--- src/rtl/aes_block_packer.sv ---
// Packs a byte-oriented 32-bit stream into 128-bit AES blocks and pads the final
// block (PKCS#7 or zero-fill) ahead of the encryption core.
module aes_block_packer #(
  parameter bit PAD_ENABLE = 1'b1
) (
  input  logic         clk,
  input  logic         reset,
  input  logic [31:0]  s_tdata,
  input  logic [3:0]   s_tkeep,
  input  logic         s_tvalid,
  input  logic         s_tlast,
  output logic         s_tready,
  output logic [127:0] m_tdata,
  output logic         m_tvalid,
  output logic         m_tlast,
  input  logic         m_tready,
  output logic         err
);

  localparam int unsigned BLK_W  = 128;
  localparam int unsigned BEAT_W = 32;
  localparam int unsigned CNT_W  = 5;

  typedef enum logic [1:0] {ST_FILL, ST_SEND, ST_PAD} state_t;

  state_t             r_state, w_state_nxt;
  logic [BLK_W-1:0]   r_block, w_block_nxt;
  logic [CNT_W-1:0]   r_cnt, w_cnt_nxt;
  logic               r_pad_pend, w_pad_pend_nxt;
  logic               r_tvalid, w_tvalid_nxt;
  logic               r_tlast, w_tlast_nxt;
  logic               r_err, w_err_nxt;

  logic               w_accept;
  logic               w_keep_ok;
  logic [3:0]         w_keep_eff;
  logic [2:0]         w_nbytes;
  logic [CNT_W-1:0]   w_cnt_sum;
  logic [BEAT_W-1:0]  w_beat_mask;
  logic [BLK_W-1:0]   w_data_sh, w_mask_sh, w_fill_mask;
  logic [7:0]         w_pad_val;

  assign s_tready = (r_state == ST_FILL) && !reset;
  assign w_accept = s_tvalid && s_tready;

  // Legal keep patterns; anything else is flagged and treated as a full beat
  always_comb begin
    w_keep_ok = 1'b0;
    if (s_tlast) begin
      case (s_tkeep)
        4'b1000, 4'b1100, 4'b1110, 4'b1111: w_keep_ok = 1'b1;
        default:                            w_keep_ok = 1'b0;
      endcase
    end else begin
      w_keep_ok = (s_tkeep == 4'b1111);
    end
    w_keep_eff = w_keep_ok ? s_tkeep : 4'b1111;
    case (w_keep_eff)
      4'b1000: w_nbytes = 3'd1;
      4'b1100: w_nbytes = 3'd2;
      4'b1110: w_nbytes = 3'd3;
      default: w_nbytes = 3'd4;
    endcase
  end

  assign w_cnt_sum   = r_cnt + {2'b00, w_nbytes};
  assign w_beat_mask = {{8{w_keep_eff[3]}}, {8{w_keep_eff[2]}},
                        {8{w_keep_eff[1]}}, {8{w_keep_eff[0]}}};
  // Beats land at byte offset cnt; byte 0 of the block sits in the MSBs
  assign w_data_sh   = {s_tdata & w_beat_mask, 96'd0} >> {r_cnt, 3'b000};
  assign w_mask_sh   = {w_beat_mask, 96'd0} >> {r_cnt, 3'b000};
  assign w_fill_mask = s_tlast ? ({BLK_W{1'b1}} >> {w_cnt_sum, 3'b000}) : '0;
  assign w_pad_val   = PAD_ENABLE ? 8'(5'd16 - w_cnt_sum) : 8'h00;

  // Next-state and registered-output logic
  always_comb begin
    w_state_nxt    = r_state;
    w_block_nxt    = r_block;
    w_cnt_nxt      = r_cnt;
    w_pad_pend_nxt = r_pad_pend;
    w_tvalid_nxt   = r_tvalid;
    w_tlast_nxt    = r_tlast;
    w_err_nxt      = r_err;
    case (r_state)
      ST_FILL: begin
        if (w_accept) begin
          w_err_nxt   = r_err | ~w_keep_ok;
          w_cnt_nxt   = w_cnt_sum;
          w_block_nxt = (r_block & ~w_mask_sh & ~w_fill_mask) | w_data_sh
                      | ({16{w_pad_val}} & w_fill_mask);
          if (s_tlast) begin
            w_state_nxt  = ST_SEND;
            w_tvalid_nxt = 1'b1;
            if ((w_cnt_sum == 5'd16) && PAD_ENABLE) begin
              w_tlast_nxt    = 1'b0;
              w_pad_pend_nxt = 1'b1;
            end else begin
              w_tlast_nxt = 1'b1;
            end
          end else if (w_cnt_sum == 5'd16) begin
            w_state_nxt  = ST_SEND;
            w_tvalid_nxt = 1'b1;
            w_tlast_nxt  = 1'b0;
          end
        end
      end
      ST_SEND: begin
        if (m_tready) begin
          if (r_pad_pend) begin
            w_state_nxt = ST_PAD;
            w_block_nxt = {16{8'h10}};
            w_tlast_nxt = 1'b1;
          end else begin
            w_state_nxt  = ST_FILL;
            w_cnt_nxt    = '0;
            w_block_nxt  = '0;
            w_tvalid_nxt = 1'b0;
            w_tlast_nxt  = 1'b0;
          end
        end
      end
      ST_PAD: begin
        if (m_tready) begin
          w_state_nxt    = ST_FILL;
          w_pad_pend_nxt = 1'b0;
          w_cnt_nxt      = '0;
          w_block_nxt    = '0;
          w_tvalid_nxt   = 1'b0;
          w_tlast_nxt    = 1'b0;
        end
      end
      default: w_state_nxt = ST_FILL;
    endcase
  end

  always_ff @(posedge clk) begin
    if (reset) begin
      r_state    <= ST_FILL;
      r_block    <= '0;
      r_cnt      <= '0;
      r_pad_pend <= 1'b0;
      r_tvalid   <= 1'b0;
      r_tlast    <= 1'b0;
      r_err      <= 1'b0;
    end else begin
      r_state    <= w_state_nxt;
      r_block    <= w_block_nxt;
      r_cnt      <= w_cnt_nxt;
      r_pad_pend <= w_pad_pend_nxt;
      r_tvalid   <= w_tvalid_nxt;
      r_tlast    <= w_tlast_nxt;
      r_err      <= w_err_nxt;
    end
  end

  assign m_tdata  = r_block;
  assign m_tvalid = r_tvalid;
  assign m_tlast  = r_tlast;
  assign err      = r_err;

endmodule

--- config.mk ---
export PLATFORM = sky130hd
export DESIGN_NAME = aes_block_packer
export DESIGN_NICKNAME = d
export VERILOG_FILES = /design/src/rtl/aes_block_packer.sv
export SDC_FILE = /design/constraint.sdc
export NUM_CORES = 1
export LEC_CHECK = 0
export ABC_AREA = 1
export CAP_MARGIN = 30
export CORE_ASPECT_RATIO = 0.8
export CORE_MARGIN = 5
export CORE_UTILIZATION = 55
export DETAILED_ROUTE_END_ITERATION = 8
export DONT_BUFFER_PORTS = 1
export PLACE_DENSITY = 0.77
export REMOVE_ABC_BUFFERS = 1
export SYNTH_ARGS = -nofsm -noshare
export SYNTH_HDL_FRONTEND = slang
export SYNTH_SLANG_ARGS = --single-unit
--- constraint.sdc ---
create_clock -name clk -period 4.1 [get_ports clk]
set_input_delay 1.025 -clock clk [delete_from_list [all_inputs] [get_ports clk]]
set_output_delay 1.025 -clock clk [all_outputs]
set_load 0.02 [all_outputs]
# After elaboration in Yosys (flattened, before gate mapping)
# Cells that the tools add are included.
# totals
wordCells	92
out_inout_bits	132
regBits	139
input_bits	41
# op_classes
n_reduce_logical	14
n_mux	39
shifts	3
n_bitwise	10
n_eq_ne	17
addsub	2
# op_table
operator	n
2-to-1 mux 128 bit	4
bitwise AND 128 bit	3
case mux 128 bit (3 select lines)	1
NOT 128 bit	2
bitwise OR 128 bit	2
>> shifter 128 x 8 -> 128 bit	2
>> shifter 128 x 8 -> 128 bit, first input constant	1
2-to-1 mux 125 bit	1
bitwise AND 32 bit	1
equality test 4 bit, second input constant	7
2-to-1 mux 5 bit	4
2-to-1 mux 1 bit	16
case mux 5 bit (3 select lines)	1
AND reduction 5 bit	3
2-to-1 mux 2 bit	6
inequality test 2 bit, second input constant	5
case mux 3 bit (3 select lines)	1
AND reduction 4 bit	2
case mux 1 bit (3 select lines)	2
case mux 2 bit (3 select lines)	1
AND reduction 6 bit	1
subtractor 5 x 5 -> 6 bit, first input constant	1
adder 5 x 3 -> 5 bit	1
equality test 5 bit, second input constant	1
other kinds (15)	16

# Longest topological paths before layout
# Gate-level depths: netlist of the first run.
# logic_depth
ltp_word	16
ltp_mapped	24
depth_no_buf	22

# Least setup slack after synthesis of the first run
# Ideal clock, no wire load.
# synth_timing
path_type	input to register
from	input port s_tkeep[2]
to	register r_tvalid (netlist: m_tvalid)
path_stages	22
required_ns	4.030
t_arrival_ns	3.788
n_path_buf	1
slack_ns	0.242
cell_sequence	inv_1 > nand2_1 > nand2_1 > nor2_2 > nand2_1 > buf_2 > a21oi_1 > ha_1 > fa_1 > inv_1 > ha_1 > inv_1 > nor3_1 > ha_1 > nor2_1 > a21oi_1 > inv_1 > nor2_1 > inv_1 > nor2_1 > o21ai_0 > a21oi_1
# synth_between
elab_chain_len	11
elab_cells_between_ends	16
cone_classes	add/sub (1); eq/ne (9); mux (4); reduce/logical (2)
# synth_rtl
item	line_no	text
start: declaration	9	input logic [3:0] s_tkeep,
equality test 4 bit (on tied branches)	50, 55	
OR reduction 4 bit	50	case (s_tkeep)
2-to-1 mux 1 bit	50	
2-to-1 mux 1 bit	49	if (s_tlast) begin
2-to-1 mux 4 bit (*)	57	w_keep_eff = w_keep_ok ? s_tkeep : 4'b1111;
equality test 4 bit	58	case (w_keep_eff)
case mux 3 bit (3 select lines) (*)	58	
adder 5 x 3 -> 5 bit (*)	66	assign w_cnt_sum = r_cnt + {2'b00, w_nbytes};
equality test 5 bit (*)	100	end else if (w_cnt_sum == 5'd16) begin
inequality test 3 x 2 -> 1 bit (no source line) (*)	--	
AND reduction 6 bit (no source line) (*)	--	
end signal: assignment	150	r_tvalid <= w_tvalid_nxt;
end: declaration	30	logic r_tvalid, w_tvalid_nxt;
# Mark *: on every way between the ends. The rest lies on a longest branch, timed or not.
# A chain may end at the register's enable or synchronous reset.

# Worst setup path after layout of the first run
# layout_timing
from	input port s_tkeep[1]
to	register r_block[76] (netlist: m_tdata[76])
# layout_between
elab_chain_len	16
elab_cells_between_ends	28
cone_classes	add/sub (2); eq/ne (7); shift (3); mux (7); bitwise (8); reduce/logical (1)
# layout_rtl
item	line_no	text
equality test 4 bit (on tied branches)	50, 55	
OR reduction 4 bit	50	
2-to-1 mux 1 bit	50	
2-to-1 mux 1 bit	49	
2-to-1 mux 4 bit (*)	57	
equality test 4 bit	58	
case mux 3 bit (3 select lines)	58	
adder 5 x 3 -> 5 bit	66	
>> shifter 128 x 8 -> 128 bit	72	assign w_fill_mask = s_tlast ? ({BLK_W{1'b1}} >> {w_cnt_sum, 3'b000}) : '0;
2-to-1 mux 128 bit	72	
NOT 128 bit	89	w_block_nxt = (r_block & ~w_mask_sh & ~w_fill_mask) | w_data_sh
bitwise AND 128 bit	89	
bitwise OR 128 bit	89	
bitwise OR 128 bit (*)	90	| ({16{w_pad_val}} & w_fill_mask);
2-to-1 mux 128 bit (*)	86	if (w_accept) begin
case mux 128 bit (3 select lines) (*)	84	case (r_state)
end signal: assignment	147	r_block <= w_block_nxt;
end: declaration	27	logic [BLK_W-1:0] r_block, w_block_nxt;
# Mark *: on every way between the ends. The rest lies on a longest branch, timed or not. The select of a mux whose other input is x is not followed.

==> results of run 1 <==
==> cell usage after synthesis <==
master / instances
sky130_fd_sc_hd__nand3_2: 2
sky130_fd_sc_hd__nor3_1: 9
sky130_fd_sc_hd__o31ai_1: 4
sky130_fd_sc_hd__ha_1: 12
sky130_fd_sc_hd__nor2_4: 6
sky130_fd_sc_hd__a21boi_0: 1
sky130_fd_sc_hd__inv_1: 101
sky130_fd_sc_hd__nand3_1: 208
sky130_fd_sc_hd__inv_2: 13
sky130_fd_sc_hd__a31oi_1: 5
sky130_fd_sc_hd__clkinv_1: 6
sky130_fd_sc_hd__o21ai_1: 9
sky130_fd_sc_hd__o211ai_1: 13
sky130_fd_sc_hd__nand2_2: 3
sky130_fd_sc_hd__dfxtp_1: 139
sky130_fd_sc_hd__a21oi_1: 143
sky130_fd_sc_hd__or2_2: 2
sky130_fd_sc_hd__and3_1: 1
sky130_fd_sc_hd__nor2_1: 68
sky130_fd_sc_hd__nand4_1: 23
sky130_fd_sc_hd__buf_2: 18
sky130_fd_sc_hd__buf_6: 1
sky130_fd_sc_hd__o21ai_0: 56
sky130_fd_sc_hd__clkbuf_1: 50
sky130_fd_sc_hd__o21ai_2: 2
sky130_fd_sc_hd__buf_1: 12
sky130_fd_sc_hd__nand3b_1: 1
sky130_fd_sc_hd__buf_4: 2
sky130_fd_sc_hd__o21ai_4: 1
sky130_fd_sc_hd__o22ai_1: 10
sky130_fd_sc_hd__o31ai_4: 1
sky130_fd_sc_hd__a21oi_2: 1
sky130_fd_sc_hd__nand2_4: 2
sky130_fd_sc_hd__fa_1: 1
sky130_fd_sc_hd__nand2_1: 574
sky130_fd_sc_hd__nor2_8: 1
sky130_fd_sc_hd__nor2_2: 6
==> worst max-delay path by stage <==
stage / startpoint / endpoint / cells after the start
after floorplan: s_tkeep[2] / m_tvalid / 21
after global placement: s_tkeep[0] / m_tvalid / 21
after detailed placement: s_tkeep[1] / m_tvalid / 21
after CTS: s_tkeep[1] / m_tvalid / 21
after global routing: s_tkeep[1] / m_tvalid / 21
final: s_tkeep[1] / m_tdata[76] / 18
==> cells by family after synthesis <==
family	after synthesis
adder cells (fa/ha/maj)	13
AND/OR/NAND/NOR	906
AO/OA/AOI/OAI	246
buffers and inverters	203
flip-flops	139
==> per-layer routing <==
layer,track usage (%),part of all wire (%),vias to the layer above
li1,-,-,4863
met3,11.0,14,121
met4,18.8,5.2,0
met2,52.7,41,740
met5,0,0,-
met1,46.9,40,4684
==> state kept, by name (all words and copies together) (netlist names) <==
register and cells:
r_pad_pend 1, m_tdata 128, err 1, m_tlast 1
r_cnt 5, m_tvalid 1, r_state 2
==> layout make-up <==
type                            count  area [um2]
Multi-Input combinational cell   1165        5360
Inverter                          120         450
Clock inverter                     14         138
Sequential cell                   139        2780
Clock buffer                       18         429
Timing Repair Buffer               32         253
Fill cell                        1561        6170
Tap cell                          215         269
==> stage by stage <==
step	power (mW)	hold slack [ps]
floorplan	4.32	494
global placement	5.44	522
detailed placement	5.49	527
CTS	7.00	533
global route	7.44	566
finish	7.07	545
==> power groups by stage <==
stage	registers (mW)	clock network, mW	logic (mW)
floorplan	2.27	0	2.05
global placement	2.33	0	3.11
detailed placement	2.34	0	3.15
CTS	2.31	1.53	3.16
global route	2.34	1.58	3.51
finish	2.30	1.52	3.25
==> worst max-delay path, delay by kind of cell <==
| family | cells | cell delay (ps) |
|---|---|---|
| adders and majority gates | 4 | 1380 |
| and+or+nand+nor | 8 | 760 |
| AOI/OAI and AO/OA | 2 | 340 |
| buffers and inverters | 4 | 460 |
==> flow_summary.toml, run 1 <==
[logic_synthesis]
synth_compound_gate_area_share_pct = 14.9
mappedNetlistArea_um2 = 8940
synth_top_cells_by_area = "sky130_fd_sc_hd__dfxtp_1 (31%), sky130_fd_sc_hd__nand2_1 (24%), sky130_fd_sc_hd__nand3_1 (12%)"
synth_top_cell_area_share_pct = 31.1
synth.avg_cell_area_um2 = 5.93
post_synth_num_cell_types = 37
synth.ff_latch_count = 139
yosys.area.top_type = "sky130_fd_sc_hd__dfxtp_1"
yosys.area_share.simple_pct = 43.1
synth_xor_xnor_area_share_pct = 0
synth.yosys.warnings = 0
yosys.area_share.adder_pct = 1.90
synthMuxAreaShare_pct = 0
synthCells = 1507
synth_seq_area_share_pct = 31.1
largest_family_of_logic_cells_by_synthesized_area = "simple AND/OR/NAND/NOR gates"

[clock_network]
clock_slew_at_reported_path_ffs_ps = 70
count_of_hold_fix_buffers_inserted_at_cts = 0
tritoncts.num_buffers = 17
clockBufferDepth = 2
post_cts_resize_count = 0
cts_setup_buffers = 0
tritoncts_clock_tree = "yes"
cts.root.buffer_cell = "sky130_fd_sc_hd__clkbuf_16"
htree_num_levels = 4
clock-sinks = 139
clk-insertion-delay-late_ps = 440

[routing]
postRouteAntennaNets = 0
routed_wl_mm = 34.8
drtPass1Iterations = 6
first_iter_violations = 1357
post-route-drc-count = 0
wl_per_cell_um = 20.4
post_drt_via_cell_ratio = 6.11
routed_via_count = 10400

[place]
portBuffers = 0
post-place-ws_ps = 104
place.gp.congestion = 1.01
place.detailed.instances = 1671
placedInstanceArea_um2 = 9110
detailed_place_hpwl_mm = 24.9

[layout]
stdcell_count = 1703
area_delta_synth_final_pct = 8.27
finish.net_count = 1529
drive_above_1_share_pct = 6.92
insertedDiodeCount = 0
layout.core_utilization_pct = 61.1
layout.cells.most_common_list = "sky130_fd_sc_hd__nand2_1 (574), sky130_fd_sc_hd__nand3_1 (208), sky130_fd_sc_hd__a21oi_1 (143), sky130_fd_sc_hd__dfxtp_1 (139), sky130_fd_sc_hd__inv_1 (101)"
layout_commonest_cell = "sky130_fd_sc_hd__nand2_1"
finalInstanceArea_um2 = 9680

[sta]
final_min_period_over_clock_period_pct = 88.1
finalWorstSetupSlack_ps = 487
fin_setup_tns_ps = 0
finalCriticalPeriod_ps = 3610
max_slew.worst_pin.slew_ps = 915
timing.final.hold_violations = 0
worst_clock_skew_ps = 12.3
setup_repair_after_global_routing_missed_its_margin = "false"
setup_violating_endpoint_count_in_the_final_report = 0
slew_violations = 0
slew-limit-headroom_pct = 38.8
achievable-frequency_mhz = 277

[run_status]
status = "complete, no violations"

[global_routing]
globalRoute.totalOverflow = 0
vias_in_the_first_global_route = 9350
total_global_route_track_usage_pct = 35.6
number_of_antenna_violations_at_the_first_check_in_global_routing = 0
grt_pass1_wl_mm = 52.9
grt_start_max_net_pins = 133

[worst_hold_path]
timing.hold.worst_path_depth = 2
hold_path.class = "reg -> reg"
worstHoldStart = "r_state[0]"
worst_hold_path.endpoint = "r_state[0]"

[floorplan]
die-height_um = 124
placement_rows = 41
initial_utilization_pct = 56.4
ios = 173
design.die.area_um2 = 18900
floorplan.die.width_um = 153
area_of_the_core_um2 = 15900

[power]
clkPwrFrac_pct = 21.5
proportion_of_power_drawn_by_combinational_gates_pct = 45.9
p_seq_share_pct = 32.6
p_sw_mw = 3.67
powerDensity_nw_per_um2 = 731
power.ir.vdd_worst_mv = 0.435
cellLeakagePower_nw = 4.21
internal_power_mw = 3.41
power.share.switching_pct = 51.9

[flow_run]
max_cap_viol_count = 0

[setup_path]
timing.setup.critical_path_class = "in -> reg"
critPathCaptureType = "flop"
cp_cell_sequence = "inv_1 > nand2_1 > nand2_1 > nor2_2 > nand2_1 > a21oi_1 > ha_1 > fa_1 > inv_1 > ha_1 > inv_1 > nor3_1 > ha_1 > buf_4 > nand2_1 > nand3_1 > nand2_1 > a21oi_1"
slowest_delay_ps = 530
r2r_slack_ps = 1020
worst_r2r_path_depth = 11
start_kind = "primary input"
worst_ep_required_time_ps = 4450
r2r_start = "r_cnt[0]"
reg2reg_end = "m_tdata[22]"
cp.arrival_ps = 3960
crit_top_cell = "sky130_fd_sc_hd__nand2_1"
cp_slowest_cell = "sky130_fd_sc_hd__ha_1"
crit_fanout = 10
Power figures use the tool's default switching activity.
==> run 2, diff against run 1 <==
==> constraint.sdc (replaced) <==
create_clock -name clk -period 4.1 [get_ports clk]
set_input_delay 1.23 -clock clk [delete_from_list [all_inputs] [get_ports clk]]
set_output_delay 1.23 -clock clk [all_outputs]
set_load 0.02 [all_outputs]
==> flow_summary.toml, run 2 (synthesized netlist as in run 1, its figures left out) <==
[clock_network]
count_of_hold_fix_buffers_inserted_at_cts = 0
clock-sinks = 139
post_cts_resize_count = 0
tritoncts_clock_tree = "yes"
clk-insertion-delay-late_ps = 430
clock_slew_at_reported_path_ffs_ps = 60
clockBufferDepth = 2
htree_num_levels = 4
tritoncts.num_buffers = 17
cts_setup_buffers = 0
cts.root.buffer_cell = "sky130_fd_sc_hd__clkbuf_16"

[setup_path]
cp.arrival_ps = 4060
critPathCaptureType = "flop"
worst_ep_required_time_ps = 4470
crit_fanout = 4
start_kind = "primary input"
timing.setup.critical_path_class = "in -> reg"

[sta]
worst_clock_skew_ps = 7.59
achievable-frequency_mhz = 271
fin_hold_ws_ps = 541
finalCriticalPeriod_ps = 3690
max_slew.worst_pin.slew_ps = 926
setup_violating_endpoint_count_in_the_final_report = 0
final_min_period_over_clock_period_pct = 90.0
timing.final.hold_violations = 0
slew_violations = 0
slew-limit-headroom_pct = 38.0
finalWorstSetupSlack_ps = 409
fin_setup_tns_ps = 0
setup_repair_after_global_routing_missed_its_margin = "false"

[floorplan]
die-height_um = 124
floorplan.die.width_um = 153
initial_utilization_pct = 56.4
ios = 173
area_of_the_core_um2 = 15900
placement_rows = 41
design.die.area_um2 = 18900

[place]
placedInstanceArea_um2 = 9170
portBuffers = 0
detailed_place_hpwl_mm = 24.8
place.gp.congestion = 0.989
post-place-ws_ps = -14.0

[global_routing]
grt_start_max_net_pins = 133
globalRoute.totalOverflow = 0
number_of_antenna_violations_at_the_first_check_in_global_routing = 0
vias_in_the_first_global_route = 9231
total_global_route_track_usage_pct = 35.2
grt_pass1_wl_mm = 52.6

[layout]
layout.core_utilization_pct = 61.4
finalInstanceArea_um2 = 9740
layout.filler_cells = 1595
area_delta_synth_final_pct = 8.93
layout_commonest_cell = "sky130_fd_sc_hd__nand2_1"
number_of_flip_flops_under_the_largest_register_name = 128
finish.net_count = 1535
drive_above_1_share_pct = 7.30
insertedDiodeCount = 0
layout.cells.most_common_list = "sky130_fd_sc_hd__nand2_1 (574), sky130_fd_sc_hd__nand3_1 (208), sky130_fd_sc_hd__a21oi_1 (143), sky130_fd_sc_hd__dfxtp_1 (139), sky130_fd_sc_hd__inv_1 (101)"

[routing]
post-route-drc-count = 0
post_drt_via_cell_ratio = 6.01
routed_wl_mm = 34.5
routed_via_count = 10300
first_iter_violations = 1260
drtPass1Iterations = 6
wl_per_cell_um = 20.2
postRouteAntennaNets = 0

[flow_run]
max_cap_viol_count = 0

[power]
cellLeakagePower_nw = 4.25
powerDensity_nw_per_um2 = 730
power.ir.vdd_worst_mv = 0.388

[run_status]
status = "complete, no violations"

[worst_hold_path]
hold_path.class = "reg -> reg"
-- run 2: cell count changes in the layout (fill, tap and decap cells not counted), sizes merged --
cell      change
inv           -1
clkbuf        +1
buf           +6
clkinvlp      -1
-- run 2: path summary, 6_finish.rpt --
check                                   end  slack [ps]  startpoint  cells past startpoint
worst max-delay path               m_tvalid         410  s_tkeep[1]                     21
worst min-delay path             r_state[0]         540  r_state[0]                      2
worst max register to register  m_tdata[40]        1050    r_cnt[2]                     10
worst min register to register   r_state[0]         540  r_state[0]                      2
-- run 2: layout make-up --
type	instances	area, um2	share of cell area [%]
inverters	120	450	4.63
clock inverters	12	115	1.18
clock buffers	19	453	4.65
multi-input cells	1165	5360	55.0
repair buffers	38	310	3.19
well taps	215	269	2.76
flip-flops and latches	139	2780	28.6
-- run 2: layer usage --
| layer | track usage [%] | routed length, um | up-vias |
|---|---|---|---|
| met5 | 0 | 0 | - |
| li1 | - | - | 4867 |
| met3 | 11.2 | 4590 | 102 |
| met1 | 45.7 | 13800 | 4653 |
| met4 | 14.7 | 1380 | 0 |
| met2 | 54.7 | 14800 | 649 |
-- run 2: per-stage QoR --
step / instances / power, mW
floorplan: 1424 / 4.32
global placement: 1677 / 5.49
detailed placement: 1677 / 5.50
CTS: 1708 / 7.02
global route: 1708 / 7.47
finish: 1708 / 7.11
-- run 2: power breakdown --
group	switching [mW]	internal, mW	total, mW	leakage (nW)
Combinational	2.36	0.932	3.29	2.85
Clock	0.645	0.870	1.52	0.273
Sequential	0.626	1.67	2.30	1.13
-- run 2: critical path: stages --
cell and delay (ps):
sky130_fd_sc_hd__inv_1 50, sky130_fd_sc_hd__nand2_1 60, sky130_fd_sc_hd__nand2_1 60, sky130_fd_sc_hd__nor2_2 90, sky130_fd_sc_hd__nand2_1 90, sky130_fd_sc_hd__a21oi_1 150, sky130_fd_sc_hd__ha_1 210, sky130_fd_sc_hd__fa_1 470
sky130_fd_sc_hd__inv_1 100, sky130_fd_sc_hd__ha_1 160, sky130_fd_sc_hd__inv_1 60, sky130_fd_sc_hd__nor3_1 210, sky130_fd_sc_hd__ha_1 240, sky130_fd_sc_hd__nor2_1 60, sky130_fd_sc_hd__a21oi_1 210, sky130_fd_sc_hd__inv_1 80
sky130_fd_sc_hd__nor2_1 110, sky130_fd_sc_hd__inv_1 70, sky130_fd_sc_hd__nor2_1 110, sky130_fd_sc_hd__o21ai_0 90, sky130_fd_sc_hd__a21oi_1 120
